==> src/rtl/switch_credit_arbiter.sv <==
// switch_credit_arbiter: per-output round-robin switch allocator with
// downstream credit tracking. Grants are registered and one-hot per output;
// an input is eligible only if its target downstream VC has a free slot.
module switch_credit_arbiter #(
  parameter int NUM_PORTS   = 5,
  parameter int NUM_VC      = 4,
  parameter int BUF_DEPTH   = 4,
  parameter int VC_BITS     = $clog2(NUM_VC),
  parameter int CREDIT_BITS = $clog2(BUF_DEPTH + 1)
) (
  input  logic                                  clk,
  input  logic                                  reset,
  input  logic [NUM_PORTS-1:0][NUM_PORTS-1:0]   req,
  input  logic [NUM_PORTS-1:0][VC_BITS-1:0]     req_vc,
  input  logic [NUM_PORTS-2:0]                  credit_return,
  input  logic [NUM_PORTS-2:0][VC_BITS-1:0]     credit_return_vc,
  output logic [NUM_PORTS-1:0][NUM_PORTS-1:0]   gnt,
  output logic [NUM_PORTS-1:0]                  gnt_valid,
  output logic [NUM_PORTS-2:0][NUM_VC-1:0]      credit_avail,
  output logic                                  credit_err
);

  localparam int PORT_BITS = $clog2(NUM_PORTS);
  localparam int SUM_BITS  = PORT_BITS + 1;
  localparam int NUM_NET   = NUM_PORTS - 1;

  logic [NUM_PORTS-1:0][NUM_PORTS-1:0]             req_clean;
  logic [NUM_PORTS-1:0][NUM_PORTS-1:0]             elig;
  logic [NUM_PORTS-1:0][NUM_PORTS-1:0]             gnt_next;
  logic [NUM_PORTS-1:0][PORT_BITS-1:0]             winner;
  logic [NUM_PORTS-1:0]                            found;
  logic [NUM_PORTS-1:0][PORT_BITS-1:0]             rr_ptr;
  logic [NUM_NET-1:0][NUM_VC-1:0][CREDIT_BITS-1:0] credits;
  logic [NUM_NET-1:0][NUM_VC-1:0]                  dec;
  logic [NUM_NET-1:0][NUM_VC-1:0]                  inc;
  logic                                            overflow;
  logic [SUM_BITS-1:0]                             scan_sum;
  logic [PORT_BITS-1:0]                            scan_idx;

  // Keep only the lowest requested output of each input (x & -x).
  always_comb begin
    req_clean = '0;
    for (int i = 0; i < NUM_PORTS; i++) begin
      req_clean[i] = req[i] & (~req[i] + NUM_PORTS'(1));
    end
  end

  // Eligibility: network outputs need a nonzero pre-edge credit count, local never does.
  always_comb begin
    elig = '0;
    for (int i = 0; i < NUM_PORTS; i++) begin
      for (int o = 0; o < NUM_NET; o++) begin
        elig[o][i] = req_clean[i][o] && (credits[o][req_vc[i]] != '0);
      end
      elig[NUM_NET][i] = req_clean[i][NUM_NET];
    end
  end

  // Round-robin scan per output, starting at rr_ptr and wrapping modulo NUM_PORTS.
  always_comb begin
    gnt_next = '0;
    winner   = '0;
    found    = '0;
    scan_sum = '0;
    scan_idx = '0;
    for (int o = 0; o < NUM_PORTS; o++) begin
      for (int k = 0; k < NUM_PORTS; k++) begin
        scan_sum = {1'b0, rr_ptr[o]} + SUM_BITS'(k);
        if (scan_sum >= SUM_BITS'(NUM_PORTS)) begin
          scan_sum = scan_sum - SUM_BITS'(NUM_PORTS);
        end
        scan_idx = scan_sum[PORT_BITS-1:0];
        if (!found[o] && elig[o][scan_idx]) begin
          found[o]              = 1'b1;
          winner[o]             = scan_idx;
          gnt_next[o][scan_idx] = 1'b1;
        end
      end
    end
  end

  // Credit consume/return events per downstream VC, plus full-counter overflow detection.
  always_comb begin
    dec      = '0;
    inc      = '0;
    overflow = 1'b0;
    for (int o = 0; o < NUM_NET; o++) begin
      for (int v = 0; v < NUM_VC; v++) begin
        for (int i = 0; i < NUM_PORTS; i++) begin
          if (gnt_next[o][i] && (req_vc[i] == VC_BITS'(v))) begin
            dec[o][v] = 1'b1;
          end
        end
        inc[o][v] = credit_return[o] && (credit_return_vc[o] == VC_BITS'(v));
        if (inc[o][v] && !dec[o][v] && (credits[o][v] == CREDIT_BITS'(BUF_DEPTH))) begin
          overflow = 1'b1;
        end
      end
    end
  end

  // Register the grants and advance each pointer past its winner.
  always_ff @(posedge clk or negedge reset) begin
    if (!reset) begin
      gnt    <= '0;
      rr_ptr <= '0;
    end else begin
      gnt <= gnt_next;
      for (int o = 0; o < NUM_PORTS; o++) begin
        if (found[o]) begin
          if (winner[o] == PORT_BITS'(NUM_PORTS - 1)) begin
            rr_ptr[o] <= '0;
          end else begin
            rr_ptr[o] <= winner[o] + PORT_BITS'(1);
          end
        end
      end
    end
  end

  // Credit counters and sticky overflow flag; a return to a full counter is dropped.
  always_ff @(posedge clk or negedge reset) begin
    if (!reset) begin
      for (int o = 0; o < NUM_NET; o++) begin
        for (int v = 0; v < NUM_VC; v++) begin
          credits[o][v] <= CREDIT_BITS'(BUF_DEPTH);
        end
      end
      credit_err <= 1'b0;
    end else begin
      for (int o = 0; o < NUM_NET; o++) begin
        for (int v = 0; v < NUM_VC; v++) begin
          if (dec[o][v] && !inc[o][v]) begin
            credits[o][v] <= credits[o][v] - CREDIT_BITS'(1);
          end else if (inc[o][v] && !dec[o][v] &&
                       (credits[o][v] != CREDIT_BITS'(BUF_DEPTH))) begin
            credits[o][v] <= credits[o][v] + CREDIT_BITS'(1);
          end
        end
      end
      if (overflow) begin
        credit_err <= 1'b1;
      end
    end
  end

  // Output flags derived directly from registered grant and credit state.
  always_comb begin
    gnt_valid    = '0;
    credit_avail = '0;
    for (int o = 0; o < NUM_PORTS; o++) begin
      gnt_valid[o] = |gnt[o];
    end
    for (int o = 0; o < NUM_NET; o++) begin
      for (int v = 0; v < NUM_VC; v++) begin
        credit_avail[o][v] = (credits[o][v] != '0);
      end
    end
  end

endmodule

==> config.mk <==
export PLATFORM = sky130hd
export DESIGN_NAME = switch_credit_arbiter
export DESIGN_NICKNAME = d
export VERILOG_FILES = /design/src/rtl/switch_credit_arbiter.sv
export SDC_FILE = /design/constraint.sdc
export NUM_CORES = 1
export LEC_CHECK = 0
export CORE_MARGIN = 8
export CORE_UTILIZATION = 40
export DETAILED_ROUTE_END_ITERATION = 7
export REMOVE_ABC_BUFFERS = 1
export SYNTH_ARGS = -nofsm -noshare
export SYNTH_HDL_FRONTEND = slang
export SYNTH_SLANG_ARGS = --single-unit
==> constraint.sdc <==
create_clock -name clk -period 12.2 [get_ports clk]
set_input_delay 1.83 -clock clk [delete_from_list [all_inputs] [get_ports clk]]
set_output_delay 1.83 -clock clk [all_outputs]
set_load 0.005 [all_outputs]
==> results of run 1 <==
worst max-delay path, delay by kind of cell:
family,cells,cell delay (ns)
compound gates,8,2.86
simple gates,4,1.29
buf+inv,2,0.77
fa+ha+maj,1,0.42
metrics by stage:
stage	std cells	util (%)	hold WS, ns	worst slack (ns)
3_5_place_dp	2033	44.5	0.494	5.10
5_1_grt	2049	45.6	0.511	5.06
3_3_place_gp	2033	44.5	0.487	5.08
4_1_cts	2049	45.6	0.504	5.49
6_report	2049	45.6	0.503	5.31
2_1_floorplan	1537	-	0.460	6.82
cell families (layout without fill, tap and decap cells):
group	after synthesis	after routing	share of synthesized area [%]
xor gates and xnor gates	41	41	2.90
AOI/OAI and AO/OA	476	476	27.4
and+or+nand+nor	653	653	27.5
buffers and inverters	170	223	5.36
adders and majority gates	72	72	8.54
DFF	89	89	18.1
muxes	99	99	10.2
flip-flops by register name, indices dropped and copies added (netlist names):
name / count
credit_err: 1
credits: 48
gnt: 25
rr_ptr: 15
cell usage in the layout, fill, tap and decap left out, types with 37 or more instances in the layout:
cell type                         netlist  final
sky130_fd_sc_hd__nand2_1              153    153
sky130_fd_sc_hd__nor2_1               133    133
sky130_fd_sc_hd__inv_1                102    102
sky130_fd_sc_hd__a21oi_1               98     98
sky130_fd_sc_hd__clkdlybuf4s50_1        0     94
sky130_fd_sc_hd__dfrtp_1               73     73
sky130_fd_sc_hd__o21ai_0               72     72
sky130_fd_sc_hd__nor3_1                67     67
sky130_fd_sc_hd__mux2i_1               61     61
sky130_fd_sc_hd__ha_1                  51     51
sky130_fd_sc_hd__nand3_1               49     49
sky130_fd_sc_hd__xnor2_1               37     37
how the worst max path moves through the flow:
stage	start	end	slack [ns]
2_1_floorplan	req_vc[9]	credits[11]	6.82
3_3_place_gp	req_vc[8]	credits[2]	5.08
3_5_place_dp	req_vc[8]	credits[2]	5.10
4_1_cts	req_vc[8]	credits[2]	5.49
5_1_grt	req_vc[8]	credits[2]	5.06
6_report	req_vc[8]	credits[2]	5.31
layout make-up:
cell class | instances | area (sq um)
tap | 396 | 495
clock buffer | 11 | 243
multi-input combinational | 1341 | 9490
fill | 3044 | 16600
timing repair buffer | 100 | 986
clock inverter | 5 | 86.3
sequential | 89 | 2250
inverter | 107 | 402
metal layers:
| layer | global-route usage (%) | vias to the layer above | wire, um |
|---|---|---|---|
| li1 | - | 6142 | - |
| met1 | 29.3 | 6137 | 17800 |
| met2 | 36.7 | 590 | 19200 |
| met3 | 3.54 | 124 | 3250 |
| met4 | 10.5 | 2 | 1830 |
| met5 | 0 | - | 13 |
==> flow_results.xml, run 1 <==
<?xml version="1.0" encoding="UTF-8"?>
<metrics>
  <group name="layout">
    <metric name="final_layout_size_suffix_gt1_share" unit="%">7.68</metric>
    <metric name="nNetsFinal" unit="">1769</metric>
    <metric name="area.growth.synth_to_final" unit="%">12.5</metric>
    <metric name="design_area" unit="sq um">13900</metric>
    <metric name="diodes" unit="">0</metric>
  </group>
  <group name="synth">
    <metric name="netlist_top_cells_area" unit="">sky130_fd_sc_hd__dfrtp_1 (15%), sky130_fd_sc_hd__ha_1 (5.1%), sky130_fd_sc_hd__mux2i_1 (4.9%), sky130_fd_sc_hd__nand2_1 (4.6%), sky130_fd_sc_hd__nor2_1 (4.0%)</metric>
    <metric name="most_frequent_cell_after_synthesis" unit="">sky130_fd_sc_hd__nand2_1</metric>
    <metric name="synth_cell_types" unit="">108</metric>
    <metric name="post_synthesis_instance_area" unit="sq um">12400</metric>
    <metric name="post-synth-top-area-cell" unit="">sky130_fd_sc_hd__dfrtp_1</metric>
    <metric name="post_synth.cell_area_avg" unit="sq um">7.75</metric>
    <metric name="yosysWarningCount" unit="">0</metric>
    <metric name="synth_enable_flop_cells" unit="">0</metric>
    <metric name="synth_sequential_area_ratio" unit="%">18.1</metric>
    <metric name="synth_cells" unit="">1600</metric>
    <metric name="postSynth.topFlopCell" unit="">sky130_fd_sc_hd__dfrtp_1</metric>
    <metric name="ys_ff_latch" unit="">89</metric>
    <metric name="synth.top_cells.by_count" unit="">sky130_fd_sc_hd__nand2_1 (153), sky130_fd_sc_hd__nor2_1 (133), sky130_fd_sc_hd__inv_1 (102)</metric>
    <metric name="netlist.area_leader.share" unit="%">14.7</metric>
    <metric name="async_reset_ff_share" unit="%">100</metric>
  </group>
  <group name="grt">
    <metric name="first_global_vias" unit="">12341</metric>
    <metric name="antenna_violations_before_repair" unit="">1</metric>
    <metric name="global_route_wire_length_before_repair" unit="um">66800</metric>
    <metric name="grt_max_degree" unit="">71</metric>
    <metric name="sum_of_overflow_across_all_layers_after_global_routing" unit="">0</metric>
    <metric name="globalRouteTotalUtil" unit="%">22.6</metric>
  </group>
  <group name="worst_setup_path">
    <metric name="r2r_start" unit="">rr_ptr[0]</metric>
    <metric name="reg2regPathDepth" unit="">16</metric>
    <metric name="r2r_slack" unit="ns">5.99</metric>
    <metric name="timing.setup.critical_path_class" unit="">in -&gt; reg</metric>
    <metric name="startpoint_type" unit="">input pin</metric>
    <metric name="cp.required" unit="ns">12.48</metric>
    <metric name="critPathMaxFanout" unit="">9</metric>
    <metric name="cp_max_stage_cell" unit="">sky130_fd_sc_hd__clkdlybuf4s50_1</metric>
    <metric name="timing.critical_path.arrival" unit="ns">7.17</metric>
    <metric name="critical_path.endpoint_type" unit="">flop</metric>
    <metric name="crit_path_max_incr_delay" unit="ns">0.71</metric>
    <metric name="timing.critical_path.cells" unit="">clkdlybuf4s50_1, nor2b_1, a22oi_1, a21boi_1, a311o_1, o211ai_1, a2111oi_1, nand3_1, a311oi_1, or4b_1, and2_1, inv_1, fa_1, o41ai_1, o22ai_1</metric>
    <metric name="reg2reg_capture_point" unit="">credits[2]</metric>
  </group>
  <group name="place">
    <metric name="placement.cell_area" unit="sq um">13600</metric>
    <metric name="io_buffer_count" unit="">95</metric>
    <metric name="globalplace.congestion" unit="">0.997</metric>
    <metric name="place_hpwl" unit="um">33400</metric>
  </group>
  <group name="sta">
    <metric name="rsz_0062_raised_after_global_routing" unit="">false</metric>
    <metric name="maxSlewHeadroom" unit="%">22.6</metric>
    <metric name="finClkSkew" unit="ns">0.0143</metric>
    <metric name="max_freq" unit="MHz">145</metric>
    <metric name="maxSlewViolCount" unit="">0</metric>
    <metric name="setup-violations-final" unit="">0</metric>
    <metric name="max_slew.worst_pin.slew" unit="ns">1.15</metric>
    <metric name="timing_hold_violations_final" unit="">0</metric>
    <metric name="timing.final.crit_period" unit="ns">6.89</metric>
    <metric name="period_share" unit="%">56.5</metric>
    <metric name="summed_negative_setup_slack_over_all_endpoints" unit="ns">0</metric>
  </group>
  <group name="drt">
    <metric name="drt-pass1-iter-count" unit="">7</metric>
    <metric name="detail_route.drc_violations" unit="">0</metric>
    <metric name="drtIter0Drc" unit="">1229</metric>
    <metric name="routedWlPerCell" unit="um">20.6</metric>
    <metric name="detail_route.vias_per_cell" unit="">6.34</metric>
    <metric name="detail_route.wirelength" unit="um">42100</metric>
    <metric name="route.vias.total" unit="">12995</metric>
    <metric name="drtAntennaViolNets" unit="">0</metric>
  </group>
  <group name="clock_network">
    <metric name="post_cts.resized_instances" unit="">0</metric>
    <metric name="cts_tree" unit="">built</metric>
    <metric name="clock_path_buffers" unit="">2</metric>
    <metric name="post_cts_setup_bufs" unit="">0</metric>
    <metric name="number_of_buffers_inserted_by_hold_repair_at_cts" unit="">0</metric>
    <metric name="ctsHtreeMaxLevel" unit="">3</metric>
    <metric name="clkSinkCount" unit="">89</metric>
    <metric name="clkLatencyLatePin" unit="ns">0.37</metric>
    <metric name="cts_made_buffers" unit="">9</metric>
    <metric name="worst_setup_hold_path_clk_slew" unit="ns">0.07</metric>
    <metric name="cts_root_buf" unit="">sky130_fd_sc_hd__clkbuf_16</metric>
  </group>
  <group name="status">
    <metric name="status" unit="">complete, no violations</metric>
  </group>
  <group name="die">
    <metric name="num_io_pins" unit="">96</metric>
    <metric name="die-area" unit="sq um">36900</metric>
    <metric name="floorplan.die.height" unit="um">192</metric>
    <metric name="fp.dieW" unit="um">192</metric>
    <metric name="fp-row-count" unit="">64</metric>
    <metric name="core_area" unit="sq um">30600</metric>
    <metric name="starting_density_of_the_core" unit="%">40.5</metric>
  </group>
  <group name="worst_hold_path">
    <metric name="hold_end" unit="">credits[20]</metric>
    <metric name="hold_path.startpoint" unit="">credits[20]</metric>
    <metric name="holdPathStages" unit="">1</metric>
    <metric name="min_path_type" unit="">reg -&gt; reg</metric>
  </group>
  <group name="flow_run">
    <metric name="timing.max_cap.violations" unit="">0</metric>
  </group>
</metrics>
Power of run 1 is not shown: default switching activity piles up to over one toggle a cycle in this logic, so the estimate is an artifact.
==> run 2: changes to the inputs <==
- clock period: 12.2 -> 5.7 ns (I/O delays scaled with it)
==> run 2 against run 1 <==
  * Cell count increased by 4.4%
  * Worst setup slack got worse by 5.0 ns
  * Critical path depth increased by 2
  * Sequential share of layout area decreased by 0.72 points
  * Clock skew decreased by 0.00093 ns
  * First-iteration DRC count decreased by 18%
  * Sequential cell count unchanged
  * Die area unchanged
  * Final area increased by 4.7%
  * Via count increased by 2.9%
  * Register-to-register slack got worse by 5.7 ns
==> flow_results.xml, run 2 (synthesis results as in run 1) <==
<?xml version="1.0" encoding="UTF-8"?>
<metrics>
  <group name="sta">
    <metric name="timing_hold_violations_final" unit="">0</metric>
    <metric name="maxSlewHeadroom" unit="%">37.2</metric>
    <metric name="setup-violations-final" unit="">0</metric>
    <metric name="hold-worst-slack" unit="ns">0.409</metric>
    <metric name="rsz_0062_raised_after_global_routing" unit="">false</metric>
    <metric name="maxSlewViolCount" unit="">0</metric>
    <metric name="timing.final.crit_period" unit="ns">5.43</metric>
    <metric name="period_share" unit="%">95.2</metric>
    <metric name="summed_negative_setup_slack_over_all_endpoints" unit="ns">0</metric>
    <metric name="max_slew.worst_pin.slew" unit="ns">0.936</metric>
    <metric name="finClkSkew" unit="ns">0.0134</metric>
    <metric name="max_freq" unit="MHz">184</metric>
  </group>
  <group name="clock_network">
    <metric name="clkSinkCount" unit="">89</metric>
    <metric name="cts_tree" unit="">built</metric>
    <metric name="post_cts_setup_bufs" unit="">0</metric>
    <metric name="worst_setup_hold_path_clk_slew" unit="ns">0.08</metric>
    <metric name="ctsHtreeMaxLevel" unit="">3</metric>
    <metric name="clkLatencyLatePin" unit="ns">0.38</metric>
    <metric name="cts_made_buffers" unit="">9</metric>
    <metric name="clock_path_buffers" unit="">2</metric>
    <metric name="cts_root_buf" unit="">sky130_fd_sc_hd__clkbuf_16</metric>
  </group>
  <group name="worst_setup_path">
    <metric name="cp.required" unit="ns">6.02</metric>
    <metric name="timing.critical_path.arrival" unit="ns">5.75</metric>
    <metric name="timing.setup.critical_path_class" unit="">reg -&gt; reg</metric>
    <metric name="r2r_slack" unit="ns">0.27</metric>
    <metric name="startpoint_type" unit="">flop</metric>
    <metric name="critical_path.endpoint_type" unit="">flop</metric>
    <metric name="reg2regPathDepth" unit="">17</metric>
    <metric name="critPathMaxFanout" unit="">11</metric>
  </group>
  <group name="drt">
    <metric name="drtIter0Drc" unit="">1003</metric>
    <metric name="detail_route.vias_per_cell" unit="">6.25</metric>
    <metric name="detail_route.drc_violations" unit="">0</metric>
    <metric name="route.vias.total" unit="">13368</metric>
    <metric name="drtAntennaViolNets" unit="">0</metric>
    <metric name="routedWlPerCell" unit="um">21.0</metric>
    <metric name="drt-pass1-iter-count" unit="">5</metric>
    <metric name="detail_route.wirelength" unit="um">44800</metric>
  </group>
  <group name="die">
    <metric name="fp-row-count" unit="">64</metric>
    <metric name="starting_density_of_the_core" unit="%">40.5</metric>
    <metric name="core_area" unit="sq um">30600</metric>
    <metric name="floorplan.die.height" unit="um">192</metric>
    <metric name="die-area" unit="sq um">36900</metric>
    <metric name="fp.dieW" unit="um">192</metric>
    <metric name="num_io_pins" unit="">96</metric>
  </group>
  <group name="grt">
    <metric name="antenna_violations_before_repair" unit="">1</metric>
    <metric name="first_global_vias" unit="">12761</metric>
    <metric name="grt_max_degree" unit="">57</metric>
    <metric name="sum_of_overflow_across_all_layers_after_global_routing" unit="">0</metric>
    <metric name="global_route_wire_length_before_repair" unit="um">70900</metric>
    <metric name="globalRouteTotalUtil" unit="%">24.3</metric>
  </group>
  <group name="layout">
    <metric name="mostFrequentLayoutCell" unit="">sky130_fd_sc_hd__nand2_1</metric>
    <metric name="commonest_cells_after_routing_fill_and_taps_aside" unit="">sky130_fd_sc_hd__nand2_1 (153), sky130_fd_sc_hd__nor2_1 (133), sky130_fd_sc_hd__inv_1 (102)</metric>
    <metric name="largest_register_ffs" unit="">48</metric>
    <metric name="reg_top3" unit="">credits x48, gnt x25, rr_ptr x15</metric>
    <metric name="postLayoutCoreUtil" unit="%">47.7</metric>
    <metric name="fillers" unit="">3028</metric>
    <metric name="largest-register" unit="">credits</metric>
    <metric name="final_layout_size_suffix_gt1_share" unit="%">12.6</metric>
    <metric name="nNetsFinal" unit="">1859</metric>
    <metric name="area.growth.synth_to_final" unit="%">17.8</metric>
  </group>
  <group name="worst_hold_path">
    <metric name="min_path_type" unit="">in -&gt; async</metric>
  </group>
  <group name="place">
    <metric name="io_buffer_count" unit="">95</metric>
    <metric name="place_hpwl" unit="um">35900</metric>
    <metric name="globalplace.congestion" unit="">0.973</metric>
  </group>
  <group name="status">
    <metric name="status" unit="">complete, no violations</metric>
  </group>
  <group name="flow_run">
    <metric name="timing.max_cap.violations" unit="">0</metric>
  </group>
</metrics>
## run 2: changes by cell type in the layout (fill, tap and decap cells not counted)
cell / previous run / this run
sky130_fd_sc_hd__a2111oi_2: 1 / 2
sky130_fd_sc_hd__clkbuf_8: 1 / 2
sky130_fd_sc_hd__a2111oi_0: 6 / 5
sky130_fd_sc_hd__inv_8: 0 / 1
sky130_fd_sc_hd__clkbuf_1: 1 / 0
sky130_fd_sc_hd__diode_2: 0 / 1
sky130_fd_sc_hd__buf_4: 6 / 96
sky130_fd_sc_hd__or2_1: 4 / 5
sky130_fd_sc_hd__bufinv_16: 2 / 0
sky130_fd_sc_hd__inv_6: 1 / 2
sky130_fd_sc_hd__or2_0: 1 / 0
## run 2: what timing repair did
| action | CTS | global route |
|---|---|---|
| hold endpoints to repair | 0 | 0 |
| hold buffers | 0 | 0 |
| resized for setup | 0 | 3 |
| endpoints found under the setup margin | 0 | 5 |
## run 2: final timing paths
path,startpoint,to
setup / recovery,rr_ptr[9],credits[47]
hold reg to reg,credits[14],credits[14]
max in group asynchronous,reset,credits[6]
hold / removal,reset,credits[31]
setup reg to reg,rr_ptr[9],credits[47]
min in group clk,credits[14],credits[14]
## run 2: layer usage
| layer | wire length [um] | GRT usage (%) |
|---|---|---|
| met2 | 21100 | 39.8 |
| met5 | 0 | 0 |
| met3 | 2940 | 3.56 |
| met4 | 1900 | 11.1 |
| met1 | 18900 | 31.1 |
## run 2: layout make-up
type	instances	area (sq um)	area share [%]
Multi-Input combinational cell	1341	9490	65.0
Inverter	107	402	2.75
Clock buffer	11	253	1.73
Clock inverter	5	46.3	0.317
Tap cell	396	495	3.39
Antenna cell	1	2.50	0.0171
Sequential cell	89	2250	15.4
Timing Repair Buffer	190	1660	11.4
## run 2: worst max-delay path: stages (launching register included)
cell	delay, ns
sky130_fd_sc_hd__dfrtp_1	0.39
sky130_fd_sc_hd__inv_2	0.17
sky130_fd_sc_hd__ha_1	0.18
sky130_fd_sc_hd__inv_1	0.05
sky130_fd_sc_hd__fa_1	0.41
sky130_fd_sc_hd__a21oi_1	0.35
sky130_fd_sc_hd__mux2i_1	0.39
sky130_fd_sc_hd__nand2b_1	0.20
sky130_fd_sc_hd__nor2_1	0.07
sky130_fd_sc_hd__a2111oi_0	0.62
sky130_fd_sc_hd__nand3b_2	0.33
sky130_fd_sc_hd__o221ai_1	0.55
sky130_fd_sc_hd__a222oi_1	0.18
sky130_fd_sc_hd__nand2_1	0.24
sky130_fd_sc_hd__nand2_1	0.10
sky130_fd_sc_hd__fa_1	0.40
sky130_fd_sc_hd__or4_1	0.52
sky130_fd_sc_hd__a31o_1	0.22
## run 2: metrics by stage
step / setup WS (ns) / instances / area, sq um
CTS: 0.395 / 2139 / 14600
global placement: 0.162 / 2123 / 14300
floorplan: 0.593 / 1537 / 12100
detailed placement: 0.117 / 2123 / 14300
finish: 0.272 / 2140 / 14600
global route: 0.0316 / 2140 / 14600
Power of run 2 is left out for the same reason.
